**src/rtl/regfile_scoreboard.sv**
```systemverilog
// Integer register file with a pending-bit scoreboard for the ALU operand side.
// Reads are combinational with same-cycle writeback bypass. Each issued destination
// is marked pending until its writeback arrives, and issue stalls on RAW/WAW hazards.
module regfile_scoreboard #(
  parameter int XLEN  = 32,
  parameter int NREGS = 32,
  localparam int AW   = $clog2(NREGS)
) (
  input  logic            clk,
  input  logic            rst_n,
  input  logic            issue_valid,
  input  logic [AW-1:0]   issue_rs1_addr,
  input  logic [AW-1:0]   issue_rs2_addr,
  input  logic [AW-1:0]   issue_rd_addr,
  output logic [XLEN-1:0] rs1_data,
  output logic [XLEN-1:0] rs2_data,
  output logic            stall,
  input  logic            wb_valid,
  input  logic [AW-1:0]   wb_addr,
  input  logic [XLEN-1:0] wb_data,
  output logic [AW:0]     pending_cnt,
  output logic            wb_err
);

  logic [XLEN-1:0]  regs [NREGS];
  logic [NREGS-1:0] pend;
  logic [NREGS-1:0] pend_next;
  logic             wb_live;
  logic             accept;
  logic             hit_rs1;
  logic             hit_rs2;
  logic             hit_rd;

  // Number of set bits; bit 0 is never set, so the result stays below NREGS.
  function automatic logic [AW:0] popcount(input logic [NREGS-1:0] v);
    logic [AW:0] c;
    c = '0;
    for (int i = 0; i < NREGS; i++) begin
      c = c + {{AW{1'b0}}, v[i]};
    end
    return c;
  endfunction

  // A writeback to x0 is discarded everywhere: no write, no clear, no error.
  assign wb_live = wb_valid && (wb_addr != '0);

  // Operand read port 1: x0 is zero, then same-cycle writeback, then the array.
  always_comb begin
    rs1_data = regs[issue_rs1_addr];
    if (issue_rs1_addr == '0) begin
      rs1_data = '0;
    end else if (wb_valid && (wb_addr == issue_rs1_addr)) begin
      rs1_data = wb_data;
    end
  end

  // Operand read port 2: same priority as port 1.
  always_comb begin
    rs2_data = regs[issue_rs2_addr];
    if (issue_rs2_addr == '0) begin
      rs2_data = '0;
    end else if (wb_valid && (wb_addr == issue_rs2_addr)) begin
      rs2_data = wb_data;
    end
  end

  // Hazard check: a pending register is not a hazard if its writeback lands this cycle.
  always_comb begin
    hit_rs1 = wb_live && (wb_addr == issue_rs1_addr);
    hit_rs2 = wb_live && (wb_addr == issue_rs2_addr);
    hit_rd  = wb_live && (wb_addr == issue_rd_addr);
    stall   = issue_valid &&
              ((pend[issue_rs1_addr] && !hit_rs1) ||
               (pend[issue_rs2_addr] && !hit_rs2) ||
               (pend[issue_rd_addr]  && !hit_rd));
    accept  = issue_valid && !stall;
  end

  // Next pending set: writeback clears first so a same-edge issue to that address wins.
  always_comb begin
    pend_next = pend;
    if (wb_live) begin
      pend_next[wb_addr] = 1'b0;
    end
    if (accept && (issue_rd_addr != '0)) begin
      pend_next[issue_rd_addr] = 1'b1;
    end
  end

  // Scoreboard state, its registered population count, and the sticky error flag.
  always_ff @(posedge clk or negedge rst_n) begin
    if (!rst_n) begin
      pend        <= '0;
      pending_cnt <= '0;
      wb_err      <= 1'b0;
    end else begin
      pend        <= pend_next;
      pending_cnt <= popcount(pend_next);
      if (wb_live && !pend[wb_addr]) begin
        wb_err <= 1'b1;
      end
    end
  end

  // Register array writeback; x0 is never written and keeps its reset value of zero.
  always_ff @(posedge clk or negedge rst_n) begin
    if (!rst_n) begin
      for (int i = 0; i < NREGS; i++) begin
        regs[i] <= '0;
      end
    end else if (wb_live) begin
      regs[wb_addr] <= wb_data;
    end
  end

endmodule

```
**config.mk**
```make
export PLATFORM = sky130hd
export DESIGN_NAME = regfile_scoreboard
export DESIGN_NICKNAME = d
export VERILOG_FILES = /design/src/rtl/regfile_scoreboard.sv
export SDC_FILE = /design/constraint.sdc
export NUM_CORES = 2
export LEC_CHECK = 0
export CAP_MARGIN = 20
export CORE_MARGIN = 4
export CORE_UTILIZATION = 57
export DETAILED_ROUTE_END_ITERATION = 16
export PLACE_DENSITY = 0.8
export SYNTH_ARGS = -nofsm -noshare
export SYNTH_HDL_FRONTEND = slang
export SYNTH_SLANG_ARGS = --single-unit
export TNS_END_PERCENT = 100
```
**constraint.sdc**
```tcl
create_clock -name clk -period 6.5 [get_ports clk]
set_input_delay 0.65 -clock clk [delete_from_list [all_inputs] [get_ports clk]]
set_output_delay 0.65 -clock clk [all_outputs]
set_load 0.005 [all_outputs]
```
**Word level (Yosys, flattened, before mapping)**

Cells that the tools add are included.

- Order comparisons: 10
- Mux-type cells: 27
- Eq/ne operators: 3
- $add $sub $neg: 31
- Reductions and logical operators: 27
- Bitwise logic cells: 6

Operators with widths:

| kind | count |
|---|---|
| bitwise mux 1024 bit | 1 |
| 2-to-1 mux 32 bit | 11 |
| binary-select mux 32 bit (select 5 bit) | 2 |
| demux 32 bit (select 5 bit) | 1 |
| adder 6 x 1 -> 6 bit | 26 |
| AND 32 bit | 1 |
| inverter 32 bit | 1 |
| bitwise OR 32 bit | 1 |
| < comparator 5 x 6 -> 1 bit, second input constant | 4 |
| binary-select mux 1 bit (select 5 bit) | 4 |
| greater-or-equal comparator 6 bit, second input constant | 3 |
| inverter 5 -> 6 bit | 3 |
| logical AND 1 bit | 16 |
| equality test 5 bit | 3 |
| demux 1 bit (select 5 bit) | 2 |
| greater-or-equal comparator 5 x 1 -> 1 bit, second input constant | 2 |
| zero test 5 bit | 2 |
| nonzero test 5 bit | 2 |
| adder 5 x 1 -> 6 bit | 1 |
| < comparator 6 x 1 -> 1 bit, second input constant | 1 |
| 2-to-1 mux 1 bit | 6 |
| adder 4 x 1 -> 5 bit | 1 |
| zero test 1 bit | 5 |
| adder 3 x 1 -> 4 bit | 1 |
| other kinds (3) | 4 |

- Register bits after elaboration: 1063
- Word-level logic and storage cells: 139
- Output and inout port bits: 72

**Logic depth before layout (Yosys ltp)**

- Depth in word-level cells: 43
- Gate-level depth with buffers: 24
- Mapped depth without buffers: 20

**Least setup slack after synthesis**

Ideal clock, no wire load.

- Path type: input port to flip-flop
- From: input port issue_rd_addr[1]
- To: register pending_cnt[4]
- Data required time: 6.377 ns
- Data arrival time: 6.581 ns
- Slack: -0.203 ns
- Stages: 24
- Setup time: 0.123 ns
- Path through: clkbuf_1 > buf_2 > mux4_2 > a22oi_1 > nand4_1 > a32o_1 > buf_2 > buf_2 > o31ai_2 > fa_1 > fa_1 > inv_1 > fa_1 > inv_1 > fa_1 > fa_1 > fa_1 > ha_1 > inv_1 > fa_1 > inv_1 > a21o_1 > a21oi_1 > xnor2_1

- Elaborated cells on any way between the ends: 50
- Classes of those cells: add/sub (31); order compare (2); eq/ne (1); mux (5); bitwise (1); reduce/logical (10)

RTL lines:

| element | RTL line | source |
|---|---|---|
| start, declared | 14 | `input logic [AW-1:0] issue_rd_addr,` |
| parallel branches: the longest is 9 deep, another holds < comparator 5 x 6 -> 1 bit | -- |  |
| 2-to-1 mux 32 bit * | 85 | `if (accept && (issue_rd_addr != '0)) begin` |
| via pend_next[15] | 27 | `logic [NREGS-1:0] pend_next;` |
| adder 6 x 1 -> 6 bit * (17 in a row) | 39 | `c = c + {{AW{1'b0}}, v[i]};` |
| end signal, assigned | 98 | `pending_cnt <= popcount(pend_next);` |
| end, declared | 21 | `output logic [AW:0] pending_cnt,` |

Mark *: on every way through the listed nets, which the timed path passes. The select of a mux whose other input is x is not followed.
A chain may end at the register's enable or synchronous reset.

**Worst setup path in the final report**

- From: register pend[6]
- To: register pending_cnt[4]

- Elaborated cells on any way between the ends: 50
- Classes of those cells: add/sub (31); mux (8); bitwise (2); reduce/logical (9)

RTL lines:

| element | RTL line | source |
|---|---|---|
| start, declared | 26 | `logic [NREGS-1:0] pend;` |
| start signal, assigned | 97 | `pend <= pend_next;` |
| binary-select mux 1 bit (select 5 bit) (on tied branches) | 73, 74 |  |
| 2-to-1 mux 1 bit (on tied branches) | 73, 74 |  |
| logical AND 1 bit (on tied branches) | 73, 74 |  |
| logical OR 1 bit | 73 | `((pend[issue_rs1_addr] && !hit_rs1) \|\|` |
| logical OR 1 bit * | 74 | `(pend[issue_rs2_addr] && !hit_rs2) \|\|` |
| logical AND 1 bit * | 72 | `stall = issue_valid &&` |
| zero test 1 bit * | 76 | `accept = issue_valid && !stall;` |
| logical AND 1 bit * | 76 |  |
| logical AND 1 bit * | 85 |  |
| 2-to-1 mux 32 bit * | 85 |  |
| via pend_next[11] | 27 |  |
| adder 6 x 1 -> 6 bit * (21 in a row) | 39 |  |

The timed path passes the listed nets; every way through them passes the cells marked *. The select of a mux whose other input is x is not followed.

==> results.yml <==
worst_setup_path:
  end_kind: "flip-flop"
  r2r_cells: 21
  crit_arrival_ps: 6950
  required_ps: 7060
  path_max_fanout: 5
  r2r_start: "pend[6]$_DFF_PN0_"
  r2r-end: "pending_cnt[4]$_DFF_PN0_"
  startpoint_type: "flip-flop"
  critical_path_class: "flip-flop to flip-flop"
  r2r_slack_ps: 120
power:
  power_switching_w: 0.00632
  leakage_nw: 28.3
  power_density_nw_per_um2: 329
  internal_power_w: 0.0155
  seqPwrFrac_pct: 41.0
  switching_share_pct: 29.0
  p_total_w: 0.0218
  p_clk_share_pct: 30.5
  combPwrFrac_pct: 28.5
  peakVddDrop_v: 0.000449
yosys:
  yosysTopAreaCellShare_pct: 45.2
  syn_area_sq_um: 58800
  yosysWarnings: 0
  mappedNetlistNets: 3993
  synth_most_common_cell: "dfrtp_1"
  synth_seq_cells: 1063
  syn_area_per_cell_sq_um: 15.1
  synth_cell_types: 58
  seq_area_frac_synth_pct: 45.2
  synthTopCellsByArea: "dfrtp_1 45%, mux4_2 21%, mux2_2 20%, mux2i_1 2.7%, clkbuf_1 1.5%"
  synth_edf_count: 0
  synthTopCellsByCount: "1063 x dfrtp_1, 1032 x mux2_2, 561 x mux4_2, 240 x clkbuf_1, 157 x mux2i_1"
  synth_top_area_cell: "dfrtp_1"
  syn_inst: 3906
  synth_ff_type: "dfrtp_1"
  async_flop_share_pct: 100
clocking:
  clk_latency_ps: 690
  clkTransAtPathRegs_ps: 60
  root_buffer: "clkbuf_16"
  cts.sinks: 1063
  cts_max_path_buffers: 3
  cts_inserted_buffers: 111
  cts_tree: "built"
  htree_levels: 3
sta:
  slew_viol_final: 0
  rsz0062_at_grt: "yes"
  setup_violations: 0
  fin_setup_tns_ps: 0
  clock_skew_ps: 23.1
  min_period_ps: 6380
  timing.final.crit_share_pct: 98.2
  fmax_mhz: 157
  finalHoldViolCount: 0
  slew_headroom_pct: 14.4
  max_slew.worst_pin.slew_ps: 1280
grt:
  antenna_found_initial: 7
  globalRouteOverflowTotal: 0
  grt_max_degree: 177
  grt_pass1_vias: 39700
  grt_usage_pct: 33.1
  grt_pass1_wl_microns: 264000
finish:
  areaGrowthSynthToFinish_pct: 12.5
  regArea_sq_um: 26600
  stdcell_area_sq_um: 66200
  multi_input_area_sq_um: 30400
  fillers: 7097
  layout-drive-gt1-share_pct: 52.8
  layout.nets: 4020
  stdcell_count: 5395
  final_core_util_pct: 64.8
die:
  row_count: 117
  design.core.area_sq_um: 102000
  start_util_pct: 57.6
  dieArea_sq_um: 108000
  die_w_microns: 329
  dieHeight_microns: 329
  io_pins: 128
route:
  wl_microns: 178000
  ant_nets: 0
  drt-initial-drc-count: 4549
  routed_via_density: 7.11
  vias: 38400
  routedWlPerCell_microns: 33.0
  drc_errors: 0
  first_pass_iters: 7
run_status:
  outcome: "finished clean"
placement:
  dpl.hpwl_microns: 99000
  place_congestion: 0.946
  place_inst: 5175
  dpl_cell_area_sq_um: 62100
  port_buffers: 127
job:
  max_cap_violations: 0
min_path:
  hold_path.class: "input port to async pin"
==> registers in the layout (all words and copies together), names as in the netlist <==
| signal | flops |
|---|---|
| pending_cnt | 6 |
| wb_err | 1 |
| pend | 32 |
| regs | 1024 |
==> cell usage in the layout, fill, tap and decap left out, types with 15 or more instances in the layout <==
cell type        count
dfrtp_1           1052
mux2_2            1031
mux4_2             561
buf_4              217
mux2i_1            157
clkbuf_16          116
clkdlybuf4s50_1    115
nand2_1             87
a21oi_1             69
nor2_1              40
a22oi_1             33
o22ai_1             32
clkbuf_8            27
inv_1               26
clkinv_2            25
fa_1                23
o211ai_1            22
nand3_1             21
o31ai_2             21
o221ai_1            19
nand2b_1            19
buf_12              19
nor2_4              17
clkbuf_1            17
nand4_1             15
o21ai_0             15
a211oi_1            15
==> cells by family (layout without fill, tap and decap cells) <==
group                    after synthesis  in the layout  share of synthesized area [%]
adder cells (fa/ha/maj)               31             31                          0.965
buffers and inverters                483            599                           3.68
XOR/XNOR                              18             18                          0.268
flip-flops                          1063           1063                           45.2
AND/OR/NAND/NOR                      267            267                           2.19
multiplexers                        1750           1750                           43.9
other                                  0              5                              0
AO/OA/AOI/OAI                        294            294                           3.80
==> worst max-delay path, stage by stage (launching register included) <==
cell and delay [ps]:
dfrtp_1 480, mux4_2 510, and3b_1 210, a2111oi_4 370, a211oi_4 100, buf_6 170, o31ai_4 280, fa_1 510
fa_1 500, inv_1 60, fa_1 530, inv_1 50, fa_1 490, fa_1 520, fa_1 530, ha_2 180
inv_1 60, fa_2 380, inv_1 60, a21o_1 100, a21oi_1 70, xnor2_1 120
==> repair_timing <==
action / 4_1_cts / 5_1_grt
gates resized for setup: 1 / 18
hold buffers: 0 / 0
setup buffers: 0 / 4
cloned: 0 / 1
pin swaps: 3 / 5
setup endpoints to repair: 1 / 5
==> worst max path at each step <==
stage                            from  depth (start not counted)                       end
floorplan           issue_rs2_addr[0]                         24  pending_cnt[4]$_DFF_PN0_
global placement     issue_rd_addr[0]                         22  pending_cnt[4]$_DFF_PN0_
detailed placement   issue_rd_addr[0]                         23  pending_cnt[4]$_DFF_PN0_
CTS                  issue_rd_addr[0]                         23  pending_cnt[4]$_DFF_PN0_
global route        pend[8]$_DFF_PN0_                         22  pending_cnt[4]$_DFF_PN0_
finish              pend[6]$_DFF_PN0_                         21  pending_cnt[4]$_DFF_PN0_
==> through the flow <==
step           hold WS, ps  setup slack [ps]
6_report              17.3               115
5_1_grt               81.6              -120
4_1_cts               51.9              7.20
3_5_place_dp           384              -700
3_3_place_gp           377              -706
2_1_floorplan          354              8.19
==> area by class of cell <==
| type | count | share of cell area [%] |
|---|---|---|
| Multi-Input combinational cell | 2360 | 46.0 |
| Sequential cell | 1063 | 40.2 |
| Timing Repair Buffer | 370 | 5.32 |
| Clock buffer | 156 | 4.89 |
| Tap cell | 1368 | 2.58 |
| Clock inverter | 46 | 0.862 |
| Inverter | 27 | 0.153 |
| Antenna cell | 5 | 0.0189 |
==> power by group through the flow <==
stage	logic, W	clock network (W)	registers [W]
floorplan	0.00443	0	0.00861
global placement	0.00609	0	0.00885
detailed placement	0.00619	0	0.00897
CTS	0.00623	0.00671	0.00887
global route	0.00683	0.00698	0.00906
finish	0.00622	0.00666	0.00893
==> layer usage <==
metal	vias to the layer above	GRT usage [%]	share of wire, %
li1	15100	-	-
met1	20500	44.7	38
met5	-	0	0.0084
met2	2131	51.5	47
met4	2	14.1	5.0
met3	538	8.92	10
No activity file was read; power rests on OpenSTA's default activity.
